$ cat config.mk
export PLATFORM = sky130hd
export DESIGN_NAME = tinysat_host
export DESIGN_NICKNAME = d
export VERILOG_FILES = /design/src/rtl/tinysat_pkg.sv /design/src/rtl/tinysat_clause_buf.sv /design/src/rtl/tinysat_host.sv
export SDC_FILE = /design/constraint.sdc
export NUM_CORES = 1
export LEC_CHECK = 0
export ABC_AREA = 1
export ABC_CLOCK_PERIOD_IN_PS = 3900
export CORE_MARGIN = 5
export CORE_UTILIZATION = 30
export CTS_CLUSTER_DIAMETER = 40
export DETAILED_ROUTE_END_ITERATION = 10
export HOLD_SLACK_MARGIN = 0.05
export PLACE_DENSITY_LB_ADDON = 0.3
export SLEW_MARGIN = 10
export SYNTH_ARGS = -nofsm -noshare
export SYNTH_HDL_FRONTEND = slang
export SYNTH_SLANG_ARGS = --single-unit
export TNS_END_PERCENT = 10
$ cat constraint.sdc
create_clock -name clk -period 3.9 [get_ports clk]
set_clock_uncertainty 0.15 [all_clocks]
set_input_delay 0.78 -clock clk [delete_from_list [all_inputs] [get_ports clk]]
set_output_delay 0.78 -clock clk [all_outputs]
set_load 0.1 [all_outputs]
$ cat src/rtl/tinysat_pkg.sv
// Shared constants for the tinysat solver tile and its host-side driver.
package tinysat_pkg;

    localparam int unsigned NUM_BITS         = 4;
    localparam int unsigned LOG2_NUM_CLAUSES = 4;
    localparam int unsigned NUM_CLAUSES      = 1 << LOG2_NUM_CLAUSES;
    localparam int unsigned LIT_W            = 4;
    localparam int unsigned CLAUSE_W         = 2 * LIT_W;

    // Load stream banks, selected by the upper bits of the load counter.
    localparam logic [1:0] BANK_PAD  = 2'd0;
    localparam logic [1:0] BANK_LIT1 = 2'd1;
    localparam logic [1:0] BANK_LIT2 = 2'd2;

    localparam int unsigned LOAD_CYCLES = 3 * NUM_CLAUSES;
    localparam int unsigned LOAD_CNT_W  = $clog2(LOAD_CYCLES);

    // Host FSM state encodings.
    typedef logic [2:0] state_t;
    localparam state_t ST_IDLE = 3'd0;
    localparam state_t ST_SRST = 3'd1;
    localparam state_t ST_LOAD = 3'd2;
    localparam state_t ST_RUN  = 3'd3;
    localparam state_t ST_DONE = 3'd4;

    // Literal nibble presented to the solver for a given bank and clause entry.
    function automatic logic [LIT_W-1:0] load_nibble(input logic [1:0]          bank,
                                                     input logic [CLAUSE_W-1:0] entry);
        case (bank)
            BANK_LIT1: return entry[LIT_W-1:0];
            BANK_LIT2: return entry[CLAUSE_W-1:LIT_W];
            default:   return '0;
        endcase
    endfunction

endpackage

$ cat src/rtl/tinysat_clause_buf.sv
// 16 x 8 clause register file: synchronous write, asynchronous read, cleared on reset.
module tinysat_clause_buf
    import tinysat_pkg::*;
(
    input  logic                        clk,
    input  logic                        reset,
    input  logic                        wr_en,
    input  logic [LOG2_NUM_CLAUSES-1:0] wr_addr,
    input  logic [CLAUSE_W-1:0]         wr_data,
    input  logic [LOG2_NUM_CLAUSES-1:0] rd_addr,
    output logic [CLAUSE_W-1:0]         rd_data
);

    logic [CLAUSE_W-1:0] mem_q [NUM_CLAUSES];

    // Clear all entries on reset, otherwise commit the addressed write.
    always_ff @(posedge clk) begin
        if (reset) begin
            mem_q <= '{default: '0};
        end else if (wr_en) begin
            mem_q[wr_addr] <= wr_data;
        end
    end

    assign rd_data = mem_q[rd_addr];

endmodule

$ cat src/rtl/tinysat_host.sv
// Host-side master for the 2-SAT solver tile: buffers clauses, streams the
// load sequence, runs the solver with a timeout and presents the result.
module tinysat_host
    import tinysat_pkg::*;
#(
    parameter int unsigned TIMEOUT_CYCLES = 320
) (
    input  logic                        clk,
    input  logic                        reset,
    input  logic                        wr_en,
    input  logic [LOG2_NUM_CLAUSES-1:0] wr_addr,
    input  logic [CLAUSE_W-1:0]         wr_data,
    input  logic                        start,
    input  logic                        abort,
    output logic                        busy,
    output logic                        res_valid,
    output logic                        res_sat,
    output logic                        res_timeout,
    output logic [NUM_BITS-1:0]         res_x,
    output logic                        sat_reset,
    output logic                        sat_run,
    output logic                        sat_load,
    output logic [LIT_W-1:0]            sat_data,
    input  logic [NUM_BITS-1:0]         sat_x,
    input  logic                        sat_sol,
    input  logic                        sat_done
);

    localparam int unsigned RUN_CNT_W = $clog2(TIMEOUT_CYCLES);
    localparam logic [RUN_CNT_W-1:0]  RUN_LAST  = RUN_CNT_W'(TIMEOUT_CYCLES - 1);
    localparam logic [LOAD_CNT_W-1:0] LOAD_LAST = LOAD_CNT_W'(LOAD_CYCLES - 1);

    state_t                  state_q, state_d;
    logic [LOAD_CNT_W-1:0]   k_q, k_d;
    logic [RUN_CNT_W-1:0]    run_cnt_q, run_cnt_d;
    logic                    res_valid_q, res_valid_d;
    logic                    res_sat_q, res_sat_d;
    logic                    res_timeout_q, res_timeout_d;
    logic [NUM_BITS-1:0]     res_x_q, res_x_d;
    logic                    sat_reset_q, sat_reset_d;
    logic                    sat_run_q, sat_run_d;
    logic                    sat_load_q, sat_load_d;
    logic [LIT_W-1:0]        sat_data_q, sat_data_d;
    logic                    accepting;
    logic [CLAUSE_W-1:0]     rd_data;

    assign accepting = (state_q == ST_IDLE) || (state_q == ST_DONE);

    // Read address follows the next load index so sat_data can be registered.
    tinysat_clause_buf u_buf (
        .clk     (clk),
        .reset   (reset),
        .wr_en   (wr_en && accepting),
        .wr_addr (wr_addr),
        .wr_data (wr_data),
        .rd_addr (k_d[LOG2_NUM_CLAUSES-1:0]),
        .rd_data (rd_data)
    );

    // Next-state, result capture and registered pin values derived from the next state.
    always_comb begin
        state_d       = state_q;
        k_d           = k_q;
        run_cnt_d     = run_cnt_q;
        res_valid_d   = res_valid_q;
        res_sat_d     = res_sat_q;
        res_timeout_d = res_timeout_q;
        res_x_d       = res_x_q;

        case (state_q)
            ST_IDLE, ST_DONE: begin
                if (start) begin
                    state_d       = ST_SRST;
                    res_valid_d   = 1'b0;
                    res_sat_d     = 1'b0;
                    res_timeout_d = 1'b0;
                    res_x_d       = '0;
                end
            end
            ST_SRST: begin
                if (abort) begin
                    state_d = ST_IDLE;
                end else begin
                    state_d = ST_LOAD;
                    k_d     = '0;
                end
            end
            ST_LOAD: begin
                if (abort) begin
                    state_d = ST_IDLE;
                end else if (k_q == LOAD_LAST) begin
                    state_d   = ST_RUN;
                    run_cnt_d = '0;
                end else begin
                    k_d = k_q + LOAD_CNT_W'(1);
                end
            end
            ST_RUN: begin
                if (abort) begin
                    state_d = ST_IDLE;
                end else if (sat_done) begin
                    state_d       = ST_DONE;
                    res_valid_d   = 1'b1;
                    res_sat_d     = sat_sol;
                    res_timeout_d = 1'b0;
                    res_x_d       = sat_x;
                end else if (run_cnt_q == RUN_LAST) begin
                    state_d       = ST_DONE;
                    res_valid_d   = 1'b1;
                    res_sat_d     = 1'b0;
                    res_timeout_d = 1'b1;
                    res_x_d       = sat_x;
                end else begin
                    run_cnt_d = run_cnt_q + RUN_CNT_W'(1);
                end
            end
            default: begin
                state_d = ST_IDLE;
            end
        endcase

        sat_reset_d = (state_d == ST_SRST);
        sat_load_d  = (state_d == ST_LOAD);
        sat_run_d   = (state_d == ST_RUN);
        sat_data_d  = '0;
        if (state_d == ST_LOAD) begin
            sat_data_d = load_nibble(k_d[LOG2_NUM_CLAUSES +: 2], rd_data);
        end
    end

    // State, counters, results and solver pins.
    always_ff @(posedge clk) begin
        if (reset) begin
            state_q       <= ST_IDLE;
            k_q           <= '0;
            run_cnt_q     <= '0;
            res_valid_q   <= 1'b0;
            res_sat_q     <= 1'b0;
            res_timeout_q <= 1'b0;
            res_x_q       <= '0;
            sat_reset_q   <= 1'b0;
            sat_run_q     <= 1'b0;
            sat_load_q    <= 1'b0;
            sat_data_q    <= '0;
        end else begin
            state_q       <= state_d;
            k_q           <= k_d;
            run_cnt_q     <= run_cnt_d;
            res_valid_q   <= res_valid_d;
            res_sat_q     <= res_sat_d;
            res_timeout_q <= res_timeout_d;
            res_x_q       <= res_x_d;
            sat_reset_q   <= sat_reset_d;
            sat_run_q     <= sat_run_d;
            sat_load_q    <= sat_load_d;
            sat_data_q    <= sat_data_d;
        end
    end

    assign busy        = !accepting;
    assign res_valid   = res_valid_q;
    assign res_sat     = res_sat_q;
    assign res_timeout = res_timeout_q;
    assign res_x       = res_x_q;
    assign sat_reset   = sat_reset_q;
    assign sat_run     = sat_run_q;
    assign sat_load    = sat_load_q;
    assign sat_data    = sat_data_q;

endmodule

==> results_tabular.tex <==
\begin{tabular}{lr}
\hline
Metric & Value \\
\hline
\multicolumn{2}{l}{\textbf{CTS}} \\
\quad Number of instances resized during post-cts repair & 0 \\
\quad Post-CTS repair timing setup buffer count & 0 \\
\quad Number of H-tree levels & 4 \\
\quad Number of buffers inserted during clock tree synthesis & 17 \\
\quad Later-pin clock latency in the skew report & 440 ps \\
\quad TritonCTS clock tree & done \\
\quad Number of clock sinks & 160 \\
\quad Maximum buffer depth of the clock tree & 2 \\
\quad Cell at the root of the clock tree & clkbuf\_16 \\
\quad CTS clk-pin slew, worst paths & 60 ps \\
\quad Hold Buf Count CTS & 0 \\
\multicolumn{2}{l}{\textbf{Synthesis}} \\
\quad Cell area after synthesis & 7280 um\^{}2 \\
\quad Syn Area/Cell & 6.78 um\^{}2 \\
\quad Most frequent cell after synthesis & nor2\_1 \\
\quad Number of warnings printed during yosys synthesis & 0 \\
\quad Count of flip-flops with a built-in enable after synthesis & 0 \\
\quad Post-Syn Nets & 1100 \\
\quad \#FFs+latches synth & 160 \\
\quad Commonest cells in the synthesized netlist & nor2\_1, dfxtp\_1, nand2\_1 \\
\quad Post-Syn Instances & 1073 \\
\quad Yosys top cell area share & 44.0\% \\
\quad Synth area leaders & dfxtp\_1, nor2\_1, nand3\_1 \\
\quad Biggest area consumer among synthesized cells & dfxtp\_1 \\
\quad Count of unique library cells instantiated by Yosys & 32 \\
\quad Top flip-flop cell by instance count after synthesis & dfxtp\_1 \\
\quad Register area share after synthesis & 44.0\% \\
\quad Asr flop ratio synth & 0\% \\
\multicolumn{2}{l}{\textbf{Min path}} \\
\quad Critical hold path startpoint & u\_buf.mem\_q[29] \\
\quad Worst hold path class & reg2reg \\
\quad Worst-case hold path end point & u\_buf.mem\_q[29] \\
\quad Worst Hold Path Cells & 2 \\
\multicolumn{2}{l}{\textbf{Global routing}} \\
\quad Pin count of the biggest net entering global routing & 129 \\
\quad GRT Residual Overflow & 0 \\
\quad Number of global-route vias before repair & 6653 \\
\quad Total GRT Usage & 16.3\% \\
\quad First-pass GRT wire length & 36500 um \\
\quad Number of antenna violations at the first check in global routing & 0 \\
\multicolumn{2}{l}{\textbf{Setup path}} \\
\quad Worst setup path class & reg2out \\
\quad Crit path capture type & output port \\
\quad Family of cells with the greatest summed delay on the critical path & buffers and inverters \\
\quad Cells along the critical path & clkdlybuf4s50\_1 \\
\quad Worst stage delay on the critical path & $\sim$1200 ps \\
\quad Reg-to-reg critical path startpoint & k\_q[0] \\
\quad Master of the slowest instance on the critical path & clkdlybuf4s50\_1 \\
\quad Worst-path maximum fanout & 1 \\
\quad Cell count of the worst reg-to-reg path & 10 \\
\quad Endpoint of the worst register-to-register path & run\_cnt\_q[7] \\
\quad R2R Setup Slk & 1280 ps \\
\quad Sum of buffers and inverters on the critical path & 1 \\
\quad Data arrival, critical path & 1930 ps \\
\quad Req. time, crit path & $\sim$3000 ps \\
\quad Startpoint types & register \\
\multicolumn{2}{l}{\textbf{Final layout}} \\
\quad Syn-to-layout area delta & 17.1\% \\
\quad Utilization of the core after routing & 35.4\% \\
\quad N\_diodes & 0 \\
\quad Final net count & 1118 \\
\quad Proportion of layout cells with a drive suffix above 1 & 5.72\% \\
\multicolumn{2}{l}{\textbf{STA}} \\
\quad Unrepaired setup endpoints after global routing & no \\
\quad Post-Route Setup TNS & 0 ps \\
\quad Final-report max-slew violation count & 0 \\
\quad Worst slew pin tran & roughly 1100 ps \\
\quad Final cycle utilization of the critical path & 73.4\% \\
\quad Top achievable clock speed & between 0.3 and 0.4 GHz \\
\quad Min Clock Period, post-route & roughly 2900 ps \\
\quad Number of hold violations in the final report & 0 \\
\quad Normalized max-slew margin & 27.4\% \\
\quad Final setup vio count & 0 \\
\multicolumn{2}{l}{\textbf{Routing}} \\
\quad Routed wire per std cell & 15.8 um \\
\quad Via-per-instance ratio & $\sim$4.9 \\
\quad Routed wire length & about 23000 um \\
\quad DRT antenna net count & 0 \\
\quad Via count & approximately 7000 \\
\quad First-pass DRT Iterations & 8 \\
\quad Number of violations reported at the end of detailed-routing iteration 0 & about 480 \\
\quad DRC errors left & 0 \\
\multicolumn{2}{l}{\textbf{Power and ir drop}} \\
\quad Lkg Pwr & 3.45 nW \\
\quad Areal power density over the cells & 418 nW/um\^{}2 \\
\quad Total power consumption of the routed design & 3.56 mW \\
\quad Max VDD drop & 0.261 mV \\
\multicolumn{2}{l}{\textbf{Die}} \\
\quad Chip Width & 166 um \\
\quad Area of the placeable core & 24100 um\^{}2 \\
\quad Die ar. & 27500 um\^{}2 \\
\quad \# IOs & 38 \\
\quad Vertical die dimension & 166 um \\
\quad Row count & 57 \\
\quad Initial Util & 30.2\% \\
\multicolumn{2}{l}{\textbf{Placed design}} \\
\quad Number of port buffers & 37 \\
\quad Placer congestion estimate & 0.889 \\
\quad Post-detailed-placement half-perimeter wirelength & 14500 um \\
\multicolumn{2}{l}{\textbf{Status}} \\
\quad Result of the run & finished, final reports clean \\
\multicolumn{2}{l}{\textbf{Run}} \\
\quad Max-cap violation count & 0 \\
\hline
\end{tabular}
power by group:
| group | switching (mW) | total [mW] | internal, mW |
|---|---|---|---|
| sequential | 0.0151 | 1.68 | 1.66 |
| combinational | 0.179 | 0.251 | 0.0713 |
| clock | 0.684 | 1.63 | 0.949 |
placed cells by master (no fill, tap or decap), types with 2 or more instances in the layout:
master / synthesis / routed
o211ai_1: 2 / 2
a21oi_1: 42 / 42
nand4_1: 4 / 4
buf_4: 4 / 15
nand3b_1: 8 / 8
o21ai_2: 2 / 2
bufinv_16: 0 / 2
nor3b_1: 2 / 2
clkbuf_16: 0 / 17
dfxtp_1: 160 / 160
nand2_1: 154 / 154
a211oi_1: 3 / 3
nand3_1: 149 / 149
clkinv_4: 0 / 2
nor3_1: 4 / 4
clkbuf_1: 34 / 2
nor2_1: 248 / 248
ha_1: 4 / 4
inv_1: 77 / 76
nand2_2: 6 / 6
clkinvlp_4: 0 / 3
o21ai_0: 137 / 137
clkinv_2: 0 / 3
inv_2: 4 / 5
buf_12: 0 / 3
o21ai_1: 3 / 3
clkdlybuf4s50_1: 0 / 36
sequential cells by signal, indices dropped and copies added, names as in the netlist:
name,cells
k_q,6
res_sat,1
res_timeout,1
res_valid,1
res_x,4
run_cnt_q,9
sat_data,4
sat_load,1
sat_reset,1
sat_run,1
state_q,3
u_buf.mem_q,128
logic make-up (layout without fill, tap and decap cells):
family                   after synthesis  in the layout  share of synthesized area, %
XOR/XNOR                               1              1                         0.120
AO/OA/AOI/OAI                        193            193                          13.7
AND/OR/NAND/NOR                      579            579                          33.8
flip-flops                           160            160                          44.0
adder cells (fa/ha/maj)                4              4                         0.688
buffers and inverters                136            165                          7.65
cell type report:
type	instances	area [um^2]
Clock inverter	10	115
Multi-Input combinational cell	777	3520
Clock buffer	20	447
Inverter	81	304
Tap cell	324	405
Sequential cell	160	3200
Timing Repair Buffer	54	533
Fill cell	2574	15600
routing by layer:
| metal | GRT usage, % | wire (um) | up-vias |
|---|---|---|---|
| met5 | 0 | 0 | - |
| met3 | 3.88 | 1440 | 45 |
| met4 | 5.92 | 535 | 0 |
| met2 | 24.9 | 9820 | 247 |
| met1 | 22.7 | 10700 | 3148 |
| li1 | - | - | 3526 |
per-stage QoR:
| step | area [um^2] | instances | setup WS (ps) | hold WS (ps) |
|---|---|---|---|---|
| final | 8530 | 1426 | 1040 | 304 |
| after global routing | 8530 | 1426 | 828 | 325 |
| after CTS | 8530 | 1426 | 1010 | 304 |
| after detailed placement | 7960 | 1396 | 634 | 290 |
| after global placement | 7960 | 1396 | 650 | 285 |
| after floorplan | 7280 | 1073 | 1660 | 274 |
worst max path at each step:
stage | from | to | slack (ps) | cells past startpoint
detailed placement | abort | sat_data[3] | 630 | 12
global route | abort | sat_data[0] | 830 | 14
floorplan | abort | sat_data[0] | 1660 | 13
CTS | sat_data[1] | sat_data[1] | 1010 | 1
global placement | abort | sat_data[3] | 650 | 12
finish | sat_data[0] | sat_data[0] | 1040 | 1
(Power assumes the default switching activity.)
